`src/rtl/id_scoreboard.sv`:
```
// ID-stage register scoreboard: per-register pending-write counters for long-latency
// results, RAW/WAW hazard stall generation, and a fence drain sequencer.
module id_scoreboard #(
  parameter int NREG   = 32,
  parameter int CNT_W  = 2,
  parameter int PERF_W = 32
) (
  input  logic              clk,
  input  logic              reset,
  input  logic              id_valid,
  input  logic [4:0]        id_rs1_addr,
  input  logic              id_rs1_used,
  input  logic [4:0]        id_rs2_addr,
  input  logic              id_rs2_used,
  input  logic [4:0]        id_rd_addr,
  input  logic              id_long_lat,
  input  logic              wb_valid,
  input  logic [4:0]        wb_rd_addr,
  input  logic              wb_long_lat,
  input  logic              drain_req,
  output logic              stall,
  output logic              drain_done,
  output logic [NREG-1:0]   busy_vec,
  output logic [PERF_W-1:0] stall_cycles,
  output logic              sb_err
);

  localparam logic [CNT_W-1:0]  CNT_MAX  = '1;
  localparam logic [CNT_W-1:0]  CNT_ONE  = CNT_W'(1);
  localparam logic [PERF_W-1:0] PERF_ONE = PERF_W'(1);

  typedef enum logic [1:0] {
    ST_IDLE  = 2'd0,
    ST_DRAIN = 2'd1,
    ST_DONE  = 2'd2
  } state_t;

  state_t            state_reg;
  logic              drain_done_reg;
  logic [PERF_W-1:0] stall_cycles_reg;
  logic              sb_err_reg;

  logic [CNT_W-1:0]  cnt_reg  [NREG];
  logic [CNT_W-1:0]  cnt_next [NREG];
  logic [NREG-1:0]   inc_vec;
  logic [NREG-1:0]   dec_vec;
  logic [NREG-1:0]   err_vec;
  logic [NREG-1:0]   clear_next_vec;

  logic rs1_haz;
  logic rs2_haz;
  logic waw_haz;
  logic haz;
  logic issue;
  logic retire;
  logic all_clear_next;

  // Per-register next-count logic; x0 is hard-wired to an empty counter.
  genvar gi;
  generate
    for (gi = 0; gi < NREG; gi++) begin : g_reg
      if (gi == 0) begin : g_x0
        assign inc_vec[gi]        = 1'b0;
        assign dec_vec[gi]        = 1'b0;
        assign err_vec[gi]        = 1'b0;
        assign cnt_next[gi]       = '0;
        assign clear_next_vec[gi] = 1'b1;
        assign busy_vec[gi]       = 1'b0;
      end else begin : g_xn
        assign inc_vec[gi] = issue  & (id_rd_addr == 5'(gi));
        assign dec_vec[gi] = retire & (wb_rd_addr == 5'(gi));
        assign err_vec[gi] = dec_vec[gi] & (cnt_reg[gi] == '0);
        assign cnt_next[gi] =
            (inc_vec[gi] && !dec_vec[gi])                        ? cnt_reg[gi] + CNT_ONE :
            (dec_vec[gi] && !inc_vec[gi] && cnt_reg[gi] != '0)   ? cnt_reg[gi] - CNT_ONE :
                                                                   cnt_reg[gi];
        assign clear_next_vec[gi] = (cnt_next[gi] == '0);
        assign busy_vec[gi]       = (cnt_reg[gi] != '0);
      end
    end
  endgenerate

  assign rs1_haz = id_rs1_used & (id_rs1_addr != 5'd0) & busy_vec[id_rs1_addr];
  assign rs2_haz = id_rs2_used & (id_rs2_addr != 5'd0) & busy_vec[id_rs2_addr];
  // A full counter cannot accept another outstanding write to the same register.
  assign waw_haz = id_long_lat & (id_rd_addr != 5'd0) & (cnt_reg[id_rd_addr] == CNT_MAX);
  assign haz     = id_valid & (rs1_haz | rs2_haz | waw_haz);

  assign stall  = haz | (state_reg == ST_DRAIN);
  assign issue  = id_valid & ~stall & id_long_lat & (id_rd_addr != 5'd0);
  assign retire = wb_valid & wb_long_lat & (wb_rd_addr != 5'd0);

  // Drain completes on the edge where the last retire empties the counters.
  assign all_clear_next = &clear_next_vec;

  always_ff @(posedge clk) begin
    for (int i = 0; i < NREG; i++) begin
      if (!reset) begin
        cnt_reg[i] <= '0;
      end else begin
        cnt_reg[i] <= cnt_next[i];
      end
    end
  end

  always_ff @(posedge clk) begin
    if (!reset) begin
      state_reg      <= ST_IDLE;
      drain_done_reg <= 1'b0;
    end else begin
      drain_done_reg <= 1'b0;
      case (state_reg)
        ST_IDLE: begin
          if (drain_req && !haz) begin
            state_reg <= ST_DRAIN;
          end
        end
        ST_DRAIN: begin
          if (all_clear_next) begin
            state_reg      <= ST_DONE;
            drain_done_reg <= 1'b1;
          end
        end
        ST_DONE: begin
          state_reg <= ST_IDLE;
        end
        default: begin
          state_reg <= ST_IDLE;
        end
      endcase
    end
  end

  always_ff @(posedge clk) begin
    if (!reset) begin
      stall_cycles_reg <= '0;
      sb_err_reg       <= 1'b0;
    end else begin
      if (stall && (stall_cycles_reg != '1)) begin
        stall_cycles_reg <= stall_cycles_reg + PERF_ONE;
      end
      if (|err_vec) begin
        sb_err_reg <= 1'b1;
      end
    end
  end

  assign drain_done   = drain_done_reg;
  assign stall_cycles = stall_cycles_reg;
  assign sb_err       = sb_err_reg;

endmodule

```
`config.mk`:
```
export PLATFORM = sky130hd
export DESIGN_NAME = id_scoreboard
export DESIGN_NICKNAME = d
export VERILOG_FILES = /design/src/rtl/id_scoreboard.sv
export SDC_FILE = /design/constraint.sdc
export NUM_CORES = 1
export LEC_CHECK = 0
export ABC_AREA = 1
export BUFFER_PORTS_ARGS = -buffer_cell sky130_fd_sc_hd__buf_2
export CAP_MARGIN = 20
export CELL_PAD_IN_SITES_DETAIL_PLACEMENT = 0
export CELL_PAD_IN_SITES_GLOBAL_PLACEMENT = 1
export CORE_MARGIN = 1.5
export CORE_UTILIZATION = 35
export CTS_CLUSTER_DIAMETER = 50
export CTS_CLUSTER_SIZE = 28
export DETAILED_ROUTE_END_ITERATION = 6
export PLACE_DENSITY_LB_ADDON = 0.25
export SLEW_MARGIN = 25
export SYNTH_ARGS = -nofsm -noshare
export SYNTH_HDL_FRONTEND = slang
export SYNTH_SLANG_ARGS = --single-unit
```
`constraint.sdc`:
```
create_clock -name clk -period 3.8 [get_ports clk]
set_input_delay 0.57 -clock clk [delete_from_list [all_inputs] [get_ports clk]]
set_output_delay 0.57 -clock clk [all_outputs]
set_load 0.01 [all_outputs]
```
Word level (Yosys, flattened, before mapping)

Memory sizes are Yosys's and may differ from the RTL's.
Cells that the tools add are included.

Register bits after elaboration: 36
RAM bits: 64
Input port bits: 29
Word-level logic and storage cells: 642
Memories: 1

Memory list:

| memory  | words | bits a word | rd ports | clocked after memory_dff | wr ports | RTL line | text |
|---|---|---|---|---|---|---|---|
| cnt_reg | 32    | 2           | 32       | 0                        | 32       | 43       | `logic [CNT_W-1:0] cnt_reg [NREG];` |

Add/sub/neg operators: 63
Magnitude comparators: 2
Eq/ne operators: 67
Mux-type cells: 104
Bitwise operators: 141
Reduce and logical (&&, ||, !) cells: 260

Operator list:

| kind                                                                   | number |
|---|---|
| 2-bit two-way mux                                                      | 96 |
| 5-bit equality test (second input constant)                            | 32 |
| 2-bit zero test                                                        | 63 |
| 1-bit AND                                                              | 105 |
| 1-bit logical AND                                                      | 95 |
| 5-bit by 4-bit equality test with 1-bit output (second input constant) | 16 |
| 1-bit zero test                                                        | 63 |
| 2-bit by 1-bit adder with 2-bit output (second input constant)         | 31 |
| 2-bit nonzero test                                                     | 31 |
| 2-bit by 1-bit subtractor with 2-bit output (second input constant)    | 31 |
| 5-bit by 3-bit equality test with 1-bit output (second input constant) | 8 |
| 1-bit OR                                                               | 35 |
| 32-bit by 1-bit adder with 32-bit output (second input constant)       | 1 |
| 32-bit inequality test (second input constant)                         | 1 |
| 31-bit AND reduction                                                   | 1 |
| 31-bit OR reduction                                                    | 1 |
| 5-bit by 2-bit equality test with 1-bit output (second input constant) | 4 |
| 5-bit nonzero test                                                     | 4 |
| 5-bit by 6-bit < comparator with 1-bit output (second input constant)  | 2 |
| 1-bit binary-select mux with 5-bit select                              | 2 |
| 5-bit by 1-bit equality test with 1-bit output (second input constant) | 2 |
| 1-bit two-way mux                                                      | 5 |
| 2-bit inequality test (second input constant)                          | 2 |
| 2-bit one-hot mux with 2 select lines                                  | 1 |
| 4 further kinds                                                        | 5 |

Depth between registers and ports, before layout

An unclocked memory read counts as a cell.

Depth after elaboration: 23
Gate-level depth with buffers: 31
Gate-level depth less buffers: 30

Worst setup path before layout

No wires, ideal clock.

Path type: input -> register
Start point: in id_rs2_addr[0]
End point: reg state_reg[0]
Library setup time: 0.132 ns
Arrival time: 2.908 ns
Path slack: 0.760 ns
Stages: 28
Cells stage by stage: buf_2 -> inv_2 -> buf_2 -> nand2_1 -> nand3_1 -> nand3_1 -> nand3_1 -> nand3_1 -> nand3_1 -> nand2_1 -> nand2_1 -> nand3_2 -> nor2_2 -> buf_4 -> buf_4 -> nand3_1 -> nand2_1 -> nand2_1 -> nand2_1 -> inv_2 -> nor2_1 -> nand2_1 -> nor2_1 -> nand2_1 -> nor2_1 -> nand2_1 -> nand2_1 -> a21oi_1

Word-level cells in the longest chain between the ends: 21

Ends and longest elaborated chain:

| item                                                                            | RTL line | text |
|---|---|---|
| start, declared                                                                 | 13       | `input logic [4:0] id_rs2_addr,` |
| 1-bit binary-select mux with 5-bit select or 5-bit nonzero test (tied branches) | 84       | `assign rs2_haz = id_rs2_used & (id_rs2_addr != 5'd0) & busy_vec[id_rs2_addr];` |
| 1-bit two-way mux (not written as such) or 1-bit AND (tied branches)            | 84       |  |
| 1-bit AND (*)                                                                   | 84       |  |
| 1-bit OR (*) (2 in a row)                                                       | 87       | `assign haz = id_valid & (rs1_haz \| rs2_haz \| waw_haz);` |
| 1-bit AND (*)                                                                   | 87       |  |
| 1-bit OR (*)                                                                    | 89       | `assign stall = haz \| (state_reg == ST_DRAIN);` |
| via stall                                                                       | 21       | `output logic stall,` |
| 1-bit inverter (*)                                                              | 90       | `assign issue = id_valid & ~stall & id_long_lat & (id_rd_addr != 5'd0);` |
| [... 4 more ...]                                                                | n/a      |  |
| 1-bit zero test                                                                 | 75       | `(dec_vec[gi] && !inc_vec[gi] && cnt_reg[gi] != '0) ? cnt_reg[gi] - CNT_ONE :` |
| 1-bit logical AND (2 in a row)                                                  | 75       |  |
| 2-bit two-way mux                                                               | 75       |  |
| 2-bit two-way mux                                                               | 74       | `(inc_vec[gi] && !dec_vec[gi]) ? cnt_reg[gi] + CNT_ONE :` |
| 2-bit zero test                                                                 | 77       | `assign clear_next_vec[gi] = (cnt_next[gi] == '0);` |
| 31-bit AND reduction (*)                                                        | 94       | `assign all_clear_next = &clear_next_vec;` |
| 2-bit inequality test (no source line) (*)                                      | n/a      |  |
| 2-bit AND reduction (no source line) (*)                                        | n/a      |  |
| end signal, assigned                                                            | 108      | `state_reg <= ST_IDLE;` |
| end signal, assigned                                                            | 115      | `state_reg <= ST_DRAIN;` |
| end signal, assigned                                                            | 120      | `state_reg <= ST_DONE;` |
| end, declared                                                                   | 38       | `state_t state_reg;` |

Mark *: on every way through the listed nets, which the timed path passes. The rest lies on a longest branch. The select of a mux whose other input is x is not followed.
A chain may end at the register's enable or synchronous reset.

==> impl_metrics.yaml <==
final_layout:
  syn2layout_area_growth_pct: 17.46
  drive_gt1_frac: 0.1134
  largest_register_ffs: 62
  final_area_sq_um: 9764
  fin_util: 0.4172
  final_cell_mix: "nand2_1, inv_1, nor2_1"
  layout_commonest_cell: "nand2_1"
  fin_cells: 1941
  fill_cells: 2686
  fin_nets: 1678
  multi_input_area_sq_um: 5234
  regArea_sq_um: 1962
  diodes: 0
run_status:
  outcome: "completed"
power:
  power_density_nw_per_um2: 243.7
  ir_drop_mv: 0.2009
  leakage_nw: 4.826
  fin_total_pwr_mw: 2.379
sta:
  fin_ws_ps: 326.0
  min_period_over_period: 0.9142
  fin_worst_skew_ps: 13.83
  whs_ps: 485.5
  rsz0062_at_grt: "no"
  layout_min_cycle_time_ps: 3474
  fin_setup_tns_ps: 0
  hold_violations: 0
  worstMarginPinSlew_ps: 650.7
  setup_viol: 0
  slew_headroom: 0.5656
  drv_slew: 0
  max_freq_mhz: 287.9
clock_tree:
  clock_path_buffers: 2
  cts_hold_buf: 0
  cts_tree: "done"
  clkTransAtPathRegs_ps: 80
  clock_latency_ps: 370
  htree_levels: 3
  cts_root_buffer: "clkbuf_16"
  tritoncts_num_sinks: 98
  cts_buffers: 9
placement:
  gp_congestion: 0.9195
  post-dp-hpwl_mm: 24.01
  postPlaceCellArea_sq_um: 9348
  pre_cts_ws_ps: 110.3
  dp_cells: 1919
  io_buffer_count: 94
drt:
  initialDrtViolationCount: 962
  final_antenna_net_count: 0
  first_pass_iters: 6
  via_count: 9832
  viasPerCell: 5.065
  wl_mm: 30.29
  post_drt_wl_per_cell_microns: 15.61
  drc_errors: 0
critical_path:
  max_stage_delay_ps: 310
  critPathLaunchType: "flop"
  cp-end-kind: "flop"
  cp_common_cell: "nand2_1"
  timing.rr.end: "state_reg[0]$_SDFFE_PN0P_"
  r2r_slack_ps: 330
  reg2reg_from: "cnt_reg[23][1]$_SDFF_PN0_"
  path_max_fanout: 16
  cp.required_ps: 4050
  slowest_stage: "dfxtp_1"
  crit_arrival_ps: 3720
  rr_worst_depth: 29
  crit_type: "reg2reg"
global_route:
  grt_util_all_layers: 0.2401
  antenna_found_initial: 0
  grt_max_degree: 65
  grt_pass1_vias: 8770
  grt_first_pass_wirelength_mm: 45.41
  overflow: 0
job:
  maxCapViolCount: 0
floorplan:
  die-area_sq_um: 24690
  initial_utilization: 0.3552
  die_h_microns: 157.1
  rows: 56
  fp.dieW_microns: 157.1
  design.core.area_sq_um: 23400
  num_io_pins: 96
logic_synthesis:
  ys_types: 41
  ys_seq_area_frac: 0.2360
  syn_area_per_cell_sq_um: 5.524
  synth_seq_cells: 98
  ys_warn_count: 0
  syn-num-nets: 1566
  post_synth_inst_count: 1505
  syn-cell-area_sq_um: 8313
worst_hold_path:
  worstHoldPathCells: 2
  min_from: "stall_cycles[4]$_SDFFE_PN0P_"
  hold_path_class: "reg2reg"
  holdPathEnd: "stall_cycles[4]$_SDFFE_PN0P_"
==> cell type report <==
type	instances	area share
repair buffers	141	0.09610
flip-flops and latches	98	0.2009
inverters	247	0.09495
well taps	319	0.04088
multi-input cells	1120	0.5360
clock buffers	9	0.02307
clock inverters	7	0.008073
==> metal layers <==
metal	track usage	vias up	routed length, microns
li1	-	5048	-
met1	0.3137	4438	13940
met2	0.3974	302	13480
met3	0.03992	44	2060
met4	0.08715	0	811
met5	0	-	0
==> worst max-delay path, delay by kind of cell, from the launching register on <==
family | cells | cell delay (ps)
simple gates | 22 | 2120
buf+inv | 5 | 630
compound gates | 1 | 50
fa+ha+maj | 1 | 230
flops | 1 | 310
==> cells in the mapped netlist (all sizes together) <==
library cell / instances / area share
nand2: 450 / 0.20
inv: 245 / 0.11
nor2: 200 / 0.092
nand3: 183 / 0.11
dfxtp: 98 / 0.24
a21oi: 72 / 0.043
o21ai: 53 / 0.032
nand4: 45 / 0.034
nor3: 41 / 0.025
ha: 32 / 0.048
buf: 27 / 0.019
clkbuf: 13 / 0.0059
o22ai: 11 / 0.0083
nor4: 5 / 0.0045
nor3b: 4 / 0.0042
o211ai: 4 / 0.0036
a221oi: 3 / 0.0032
o21a: 3 / 0.0027
a31oi: 2 / 0.0015
clkinv: 2 / 0.00090
nand3b: 2 / 0.0018
o21bai: 2 / 0.0018
a2111oi: 1 / 0.0011
a211oi: 1 / 0.00090
a21boi: 1 / 0.00090
conb: 1 / 0.00045
o21ba: 1 / 0.0012
o31ai: 1 / 0.00090
or2: 1 / 0.00075
xor2: 1 / 0.0011
==> power by group <==
group	switching (mW)	total, mW	internal (mW)
clock	0.506	0.979	0.473
combinational	0.238	0.355	0.117
sequential	0.00928	1.05	1.04
==> worst max-delay path by stage <==
stage                                          from                        end  slack (ps)  depth (start not counted)
after floorplan                      id_rs2_addr[0]  state_reg[0]$_SDFFE_PN0P_         760                         28
after global placement                id_rd_addr[0]  state_reg[0]$_SDFFE_PN0P_         160                         26
after detailed placement              id_rd_addr[0]  state_reg[0]$_SDFFE_PN0P_         110                         26
after CTS                 cnt_reg[23][1]$_SDFF_PN0_  state_reg[0]$_SDFFE_PN0P_         300                         28
after global routing      cnt_reg[26][0]$_SDFF_PN0_      drain_done$_SDFF_PN0_         0.3                         26
final                     cnt_reg[23][1]$_SDFF_PN0_  state_reg[0]$_SDFFE_PN0P_         330                         29
==> what timing repair did <==
item                                    CTS  global route
resized for setup                         0             6
buffers inserted                          0             3
endpoints found under the setup margin    0             4
endpoints found under the hold margin     0             0
==> cells by family after synthesis <==
kind of cell	share of synthesized area
AO/OA/AOI/OAI	0.1013
adder cells (fa/ha/maj)	0.04816
AND/OR/NAND/NOR	0.4762
other	0.0004511
flip-flops	0.2360
XOR/XNOR	0.001054
buffers and inverters	0.1368
Note: power is estimated with default switching activity, not from simulation.
